[src/rtl/exc_ctrl.sv]
// Exception/interrupt sequencer feeding the exception side of CP0 and the fetch redirect.
// Optional macro EXC_CTRL_IRQ_SYNC_EN adds a two-flop synchroniser on every irq line.
module exc_ctrl #(
    parameter logic [31:0] HANDLER_ADDR = 32'h0040_0004,
    parameter int          NUM_IRQ      = 4
) (
    input  logic               clk,
    input  logic               rst,
    input  logic               ex_valid,
    input  logic [31:0]        ex_pc,
    input  logic               ex_syscall,
    input  logic               ex_break,
    input  logic               ex_teq,
    input  logic               ex_eret,
    input  logic [NUM_IRQ-1:0] irq,
    input  logic [31:0]        status,
    input  logic [31:0]        epc,
    output logic               exception,
    output logic               eret,
    output logic [31:0]        cause,
    output logic [31:0]        exc_pc,
    output logic               stall,
    output logic               redirect_valid,
    output logic [31:0]        redirect_pc,
    input  logic               redirect_ready
);

    typedef enum logic [1:0] {
        IDLE  = 2'd0,
        TRAP  = 2'd1,
        ERET  = 2'd2,
        REDIR = 2'd3
    } state_t;

    state_t             state_r;
    state_t             next_state_s;
    logic [NUM_IRQ-1:0] pending_r;
    logic [NUM_IRQ-1:0] irq_rise_s;
    logic               exception_r;
    logic               eret_r;
    logic               redirect_valid_r;
    logic [31:0]        cause_r;
    logic [31:0]        exc_pc_r;
    logic [31:0]        redirect_pc_r;
    logic               en_int_s;
    logic               en_teq_s;
    logic               en_brk_s;
    logic               en_sys_s;
    logic               idle_s;
    logic               take_exc_s;
    logic               take_eret_s;
    logic               take_int_s;
    logic [7:0]         ip_s;
    logic [4:0]         exc_code_s;
    logic [31:0]        cause_s;
    logic               unused_status_s;

    assign unused_status_s = ^status[31:5];

`ifdef EXC_CTRL_IRQ_SYNC_EN
    logic [NUM_IRQ-1:0] irq_meta_r;
    logic [NUM_IRQ-1:0] irq_sync_r;
    logic [NUM_IRQ-1:0] irq_prev_r;

    // Two-flop synchroniser plus one delay flop for edge detection.
    always_ff @(posedge clk or negedge rst) begin
        if (!rst) begin
            irq_meta_r <= {NUM_IRQ{1'b0}};
            irq_sync_r <= {NUM_IRQ{1'b0}};
            irq_prev_r <= {NUM_IRQ{1'b0}};
        end else begin
            irq_meta_r <= irq;
            irq_sync_r <= irq_meta_r;
            irq_prev_r <= irq_sync_r;
        end
    end

    assign irq_rise_s = irq_sync_r & ~irq_prev_r;
`else
    logic [NUM_IRQ-1:0] irq_prev_r;

    // Delayed copy of irq for direct edge detection.
    always_ff @(posedge clk or negedge rst) begin
        if (!rst) begin
            irq_prev_r <= {NUM_IRQ{1'b0}};
        end else begin
            irq_prev_r <= irq;
        end
    end

    assign irq_rise_s = irq & ~irq_prev_r;
`endif

    assign en_int_s    = (|pending_r) & status[0] & status[4];
    assign en_teq_s    = ex_teq     & status[0] & status[3];
    assign en_brk_s    = ex_break   & status[0] & status[2];
    assign en_sys_s    = ex_syscall & status[0] & status[1];
    assign idle_s      = (state_r == IDLE);
    assign take_exc_s  = idle_s & ex_valid & (en_int_s | en_teq_s | en_brk_s | en_sys_s);
    assign take_eret_s = idle_s & ex_valid & ex_eret & ~(en_int_s | en_teq_s | en_brk_s | en_sys_s);
    assign take_int_s  = take_exc_s & en_int_s;

    // Highest-priority enabled event selects ExcCode; IP snapshot only for interrupts.
    always_comb begin
        ip_s       = 8'h00;
        exc_code_s = 5'd8;
        if (en_int_s) begin
            ip_s[NUM_IRQ-1:0] = pending_r;
            exc_code_s        = 5'd0;
        end else if (en_teq_s) begin
            exc_code_s = 5'd13;
        end else if (en_brk_s) begin
            exc_code_s = 5'd9;
        end else begin
            exc_code_s = 5'd8;
        end
        cause_s = {16'h0000, ip_s, 1'b0, exc_code_s, 2'b00};
    end

    // Next-state logic and the combinational pipeline stall.
    always_comb begin
        next_state_s = state_r;
        stall        = ~idle_s | take_exc_s | take_eret_s;
        case (state_r)
            IDLE: begin
                if (take_exc_s) begin
                    next_state_s = TRAP;
                end else if (take_eret_s) begin
                    next_state_s = ERET;
                end else begin
                    next_state_s = IDLE;
                end
            end
            TRAP:    next_state_s = REDIR;
            ERET:    next_state_s = REDIR;
            REDIR: begin
                if (redirect_ready) begin
                    next_state_s = IDLE;
                end else begin
                    next_state_s = REDIR;
                end
            end
            default: next_state_s = IDLE;
        endcase
    end

    // State register.
    always_ff @(posedge clk or negedge rst) begin
        if (!rst) begin
            state_r <= IDLE;
        end else begin
            state_r <= next_state_s;
        end
    end

    // Pending interrupts; a fresh edge in the clearing cycle survives the clear.
    always_ff @(posedge clk or negedge rst) begin
        if (!rst) begin
            pending_r <= {NUM_IRQ{1'b0}};
        end else if (take_int_s) begin
            pending_r <= irq_rise_s;
        end else begin
            pending_r <= pending_r | irq_rise_s;
        end
    end

    // Registered CP0 and redirect outputs, derived from the upcoming state.
    always_ff @(posedge clk or negedge rst) begin
        if (!rst) begin
            exception_r      <= 1'b0;
            eret_r           <= 1'b0;
            redirect_valid_r <= 1'b0;
            cause_r          <= 32'h0000_0000;
            exc_pc_r         <= 32'h0000_0000;
            redirect_pc_r    <= 32'h0000_0000;
        end else begin
            exception_r      <= (next_state_s == TRAP);
            eret_r           <= (next_state_s == ERET);
            redirect_valid_r <= (next_state_s == REDIR);
            if (take_exc_s) begin
                cause_r       <= cause_s;
                exc_pc_r      <= ex_pc;
                redirect_pc_r <= HANDLER_ADDR;
            end else if (take_eret_s) begin
                redirect_pc_r <= epc;
            end else begin
                redirect_pc_r <= redirect_pc_r;
            end
        end
    end

    assign exception      = exception_r;
    assign eret           = eret_r;
    assign redirect_valid = redirect_valid_r;
    assign cause          = cause_r;
    assign exc_pc         = exc_pc_r;
    assign redirect_pc    = redirect_pc_r;

endmodule

[config.mk]
export PLATFORM = sky130hd
export DESIGN_NAME = exc_ctrl
export DESIGN_NICKNAME = d
export VERILOG_FILES = /design/src/rtl/exc_ctrl.sv
export SDC_FILE = /design/constraint.sdc
export NUM_CORES = 1
export LEC_CHECK = 0
export BUFFER_PORTS_ARGS = -buffer_cell sky130_fd_sc_hd__buf_2
export CAP_MARGIN = 10
export CORE_MARGIN = 8
export CORE_UTILIZATION = 30
export DETAILED_ROUTE_END_ITERATION = 16
export SLEW_MARGIN = 0
export SYNTH_ARGS = -nofsm -noshare
export SYNTH_HDL_FRONTEND = slang
export SYNTH_SLANG_ARGS = --single-unit
[constraint.sdc]
create_clock -name clk -period 4.8 [get_ports clk]
set_input_delay 0.96 -clock clk [delete_from_list [all_inputs] [get_ports clk]]
set_output_delay 0.96 -clock clk [all_outputs]
set_load 0.02 [all_outputs]
== Word-level counts from Yosys, hierarchy flattened ==
Index checks and enable logic that the tools add are counted.

* Bitwise operators: 23
* Mux-type cells: 11
* Equality and inequality tests: 6
* Reduce and logical (&&, ||, !) cells: 4

{| class="wikitable"
|+ Operators with widths
! operator !! number
|-
| 2-to-1 mux 32 bit || 2
|-
| AND 1 bit || 13
|-
| == test 2 bit (second input constant) || 4
|-
| 2-to-1 mux 4 bit || 2
|-
| 2-to-1 mux 2 bit || 3
|-
| case mux 2 bit (3 select lines) || 1
|-
| 2-to-1 mux 5 bit || 1
|-
| bitwise OR 1 bit || 5
|-
| AND 4 bit || 1
|-
| == test 2 x 1 -> 1 bit (second input constant) || 2
|-
| NOT 4 bit || 1
|-
| bitwise OR 4 bit || 1
|-
| OR reduction 4 bit || 1
|-
| 2-to-1 mux 3 bit || 1
|-
| zero test 2 bit || 1
|-
| NOT 1 bit || 2
|-
| nonzero test 2 bit || 1
|-
| OR reduction 2 bit || 1
|-
| 2-to-1 mux 1 bit || 1
|}

* Bits in registers: 86
* Output and inout bits: 100
* Word-level logic and storage cells: 53
* Input port bits: 108

== Logic depth before layout (Yosys ltp) ==
* Depth after elaboration: 12
* Depth in mapped cells: 8
* Depth with buffers taken out: 6

== Worst setup path before layout ==
OpenSTA, ideal clock, no wires.

* Path type: in2out
* Start point: in status[3]
* End point: out stall
* Buffers on the path: 0
* Data arrival time: 1670 ps
* Required time: 3840 ps
* Stages on the path: 4
* Path slack: 2170 ps
* Cells stage by stage: a22oi_1 > o221ai_2 > o21ai_0 > nand2_1

* Word-level cells in the longest chain between the ends: 7
* Elaborated cells on any way between the ends: 9
* Classes of those cells: bitwise (9)

{| class="wikitable"
|+ RTL lines
! item !! RTL line !! source
|-
| from (decl) || 16 || <nowiki>input logic [31:0] status,</nowiki>
|-
| AND 1 bit (*) || 95 || <nowiki>assign en_teq_s = ex_teq & status[0] & status[3];</nowiki>
|-
| bitwise OR 1 bit (*) (3 in series) || 99, 100 ||
|-
| AND 1 bit or NOT 1 bit (tied branches) || 99, 100 ||
|-
| bitwise OR 1 bit or AND 1 bit (tied branches) || 123, 100 ||
|-
| bitwise OR 1 bit (*) || 123 || <nowiki>stall = ~idle_s | take_exc_s | take_eret_s;</nowiki>
|-
| to (decl) || 22 || <nowiki>output logic stall,</nowiki>
|}

Every way passes the cells marked *; elsewhere a longest branch is shown, timed or not.

== Worst setup path after layout ==
Same ends and word-level chain as after synthesis.

==> flow_summary.yaml <==
global_route:
  grtUsageTotal: 0.1181
  grt_pass1_vias: 2863
  antenna_found_initial: 0
  grt_pass1_wl_microns: 15060
  grt_max_degree: 85
  grt_overflow: 0
yosys:
  syn_area_per_cell_sq_um: 11.86
  ys_async_sr_fraction: 1.000
  ys.warnings.count: 0
  yosysTopAreaCell: "dfrtp_1"
  syn_inst: 303
  synth_edf_count: 0
  synth.distinct_cells: 31
  ys_seq_elements: 84
  yosys-top-cells-area: "dfrtp_1 (58%), mux2_4 (11%), nand2_1 (7.7%), buf_4 (5.2%), a21oi_1 (4.5%)"
  synth_top_area_share: 0.5850
  yosysSeqAreaShare: 0.5850
  syn_area_sq_um: 3593
  synth_top_flop_cell: "dfrtp_1"
timing:
  finClkSkew_ns: 0.005707
  hold_violations: 0
  fin_ws_ns: 1.866
  fmax_mhz: 340.9
  period_share: 0.6112
  worstMarginPinSlew_ns: 1.043
  final-setup-viol-count: 0
  rsz0062_at_grt: "no"
  slew_viol_final: 0
  setup_tns_ns: 0
  relSlewSlack: 0.3046
  fin_crit_ns: 2.934
floorplanning:
  initial_core_util: 0.3030
  coreArea_sq_um: 11860
  fp-row-count: 40
  die_y_microns: 125.4
  die_x_microns: 125.4
  ioPinCount: 208
  dieArea_sq_um: 15740
power:
  ir_drop_mv: 0.2503
  p_leak_nw: 2.507
  power_density_nw_per_um2: 703.8
  total_power_mw: 3.356
cts:
  htreeDepth: 3
  root_buffer: "clkbuf_16"
  clk_pin_slew_ns: 0.06
  cts_made_buffers: 9
  clk-insertion-delay-late_ns: 0.34
  ctsResizeCount: 0
  post_cts_buffers: 0
  cts.sink_count: 84
  cts_tree: "yes"
  ctsHoldBuffers: 0
  clockBufferDepth: 2
worst_setup_path:
  critPathKind: "in -> out"
  cp_max_fo: 4
  cp.required_ns: 3.84
  rrSetupSlack_ns: 2.72
  startpoint_type: "input port"
  critPathArrivalTime_ns: 1.97
  reg2reg_to: "exc_pc[5]$_DFFE_PN0P_"
  startpoint: "status[3]"
  cp-end-kind: "output port"
  endpoint: "stall"
  r2r-start: "state_r[0]$_DFF_PN0_"
  rr_worst_depth: 6
place:
  portBuffers: 155
  dpl.hpwl_microns: 6662
  pre_cts_ws_ns: 1.846
  place_congestion: 0.7525
  dp_cells: 591
layout:
  final_util: 0.4020
  fin_cells: 609
  syn_to_final_growth_pct: 32.69
  post_route_cells_drive_above_1_share: 0.4567
  diodes: 0
  nets: 567
drt:
  drc: 0
  dr.pass1.iters: 4
  vias: 2603
  viasPerCell: 4.274
  drt_wl_total_microns: 9054
  initialDrtViolationCount: 115
  wl_per_cell_microns: 14.87
  ant_nets: 0
flow_run:
  drv_cap: 0
worst_hold_path:
  hold_path_class: "reg -> reg"
status:
  status: "complete, no violations"
[layout by cell type (no fill, tap or decap), types with 2 or more instances in the layout]
| cell | instances |
|---|---|
| ha_1 | 2 |
| buf_2 | 154 |
| inv_1 | 9 |
| nand3_1 | 4 |
| mux2_4 | 26 |
| nor2_1 | 2 |
| dfrtp_1 | 84 |
| o21ai_0 | 6 |
| clkbuf_16 | 9 |
| bufinv_16 | 5 |
| a22o_1 | 4 |
| nand2_1 | 74 |
| a21oi_1 | 32 |
| mux2_2 | 6 |
| conb_1 | 25 |
[worst max-delay path: stages]
cell and delay [ns]:
buf_2 0.10, a22oi_1 0.26, o221ai_2 0.20, o21ai_0 0.18
nand2_1 0.09, buf_2 0.17
[cell type report]
cell class | instances | area, sq um
fill | 1170 | 7093
sequential | 84 | 2102
multi-input combinational | 195 | 1231
timing repair buffer | 157 | 820.8
clock buffer | 9 | 225.2
tap | 147 | 183.9
clock inverter | 7 | 162.7
inverter | 10 | 42.54
[flip-flops by register name, summed over array words and instances (netlist names)]
register and flops:
state_r 2, redirect_pc 32, irq_prev_r 4, redirect_valid 1, cause 7, exception 1, exc_pc 32, eret 1
pending_r 4
[how the worst min path moves through the flow]
stage,startpoint,end,slack [ns],depth (start not counted)
after floorplan,irq_prev_r[0]$_DFF_PN0_,pending_r[0]$_DFF_PN0_,0.40,1
after global placement,irq_prev_r[2]$_DFF_PN0_,pending_r[2]$_DFF_PN0_,0.41,1
after detailed placement,irq_prev_r[1]$_DFF_PN0_,pending_r[1]$_DFF_PN0_,0.41,1
after CTS,irq_prev_r[1]$_DFF_PN0_,pending_r[1]$_DFF_PN0_,0.42,1
after global routing,irq_prev_r[3]$_DFF_PN0_,pending_r[3]$_DFF_PN0_,0.44,1
final,irq_prev_r[1]$_DFF_PN0_,pending_r[1]$_DFF_PN0_,0.42,1
[logic make-up after synthesis]
group / share of synthesized area
flops: 0.5850
simple gates: 0.1048
other cells: 0.001044
compound gates: 0.07730
buf+inv: 0.09749
mux: 0.1274
fa+ha+maj: 0.006963
[synth_stat cells (all sizes together), types with 2 or more instances]
library cell / number
nand3: 4
nand2: 75
dfrtp: 84
nor2: 2
buf: 31
a21oi: 32
mux2: 32
ha: 2
inv: 10
clkbuf: 7
a22o: 4
o21ai: 6
[layer usage]
metal | up-vias | track usage | share of wire
li1 | 1256 | - | -
met1 | 1231 | 0.1337 | 0.41
met4 | 0 | 0.05587 | 0.018
met5 | - | 0 | 0
met3 | 11 | 0.05567 | 0.095
met2 | 105 | 0.1850 | 0.48
[per-stage QoR]
stage | area (sq um) | hold WS, ns
global route | 4768 | 0.4428
finish | 4768 | 0.4156
floorplan | 3684 | 0.3996
global placement | 4338 | 0.4094
CTS | 4726 | 0.4225
detailed placement | 4338 | 0.4137
[power breakdown]
group	switching, mW	internal (mW)
clock	0.276	0.612
combinational	0.769	0.523
sequential	0.162	1.01
total	1.21	2.15
Note: power is estimated with default switching activity, not from simulation.
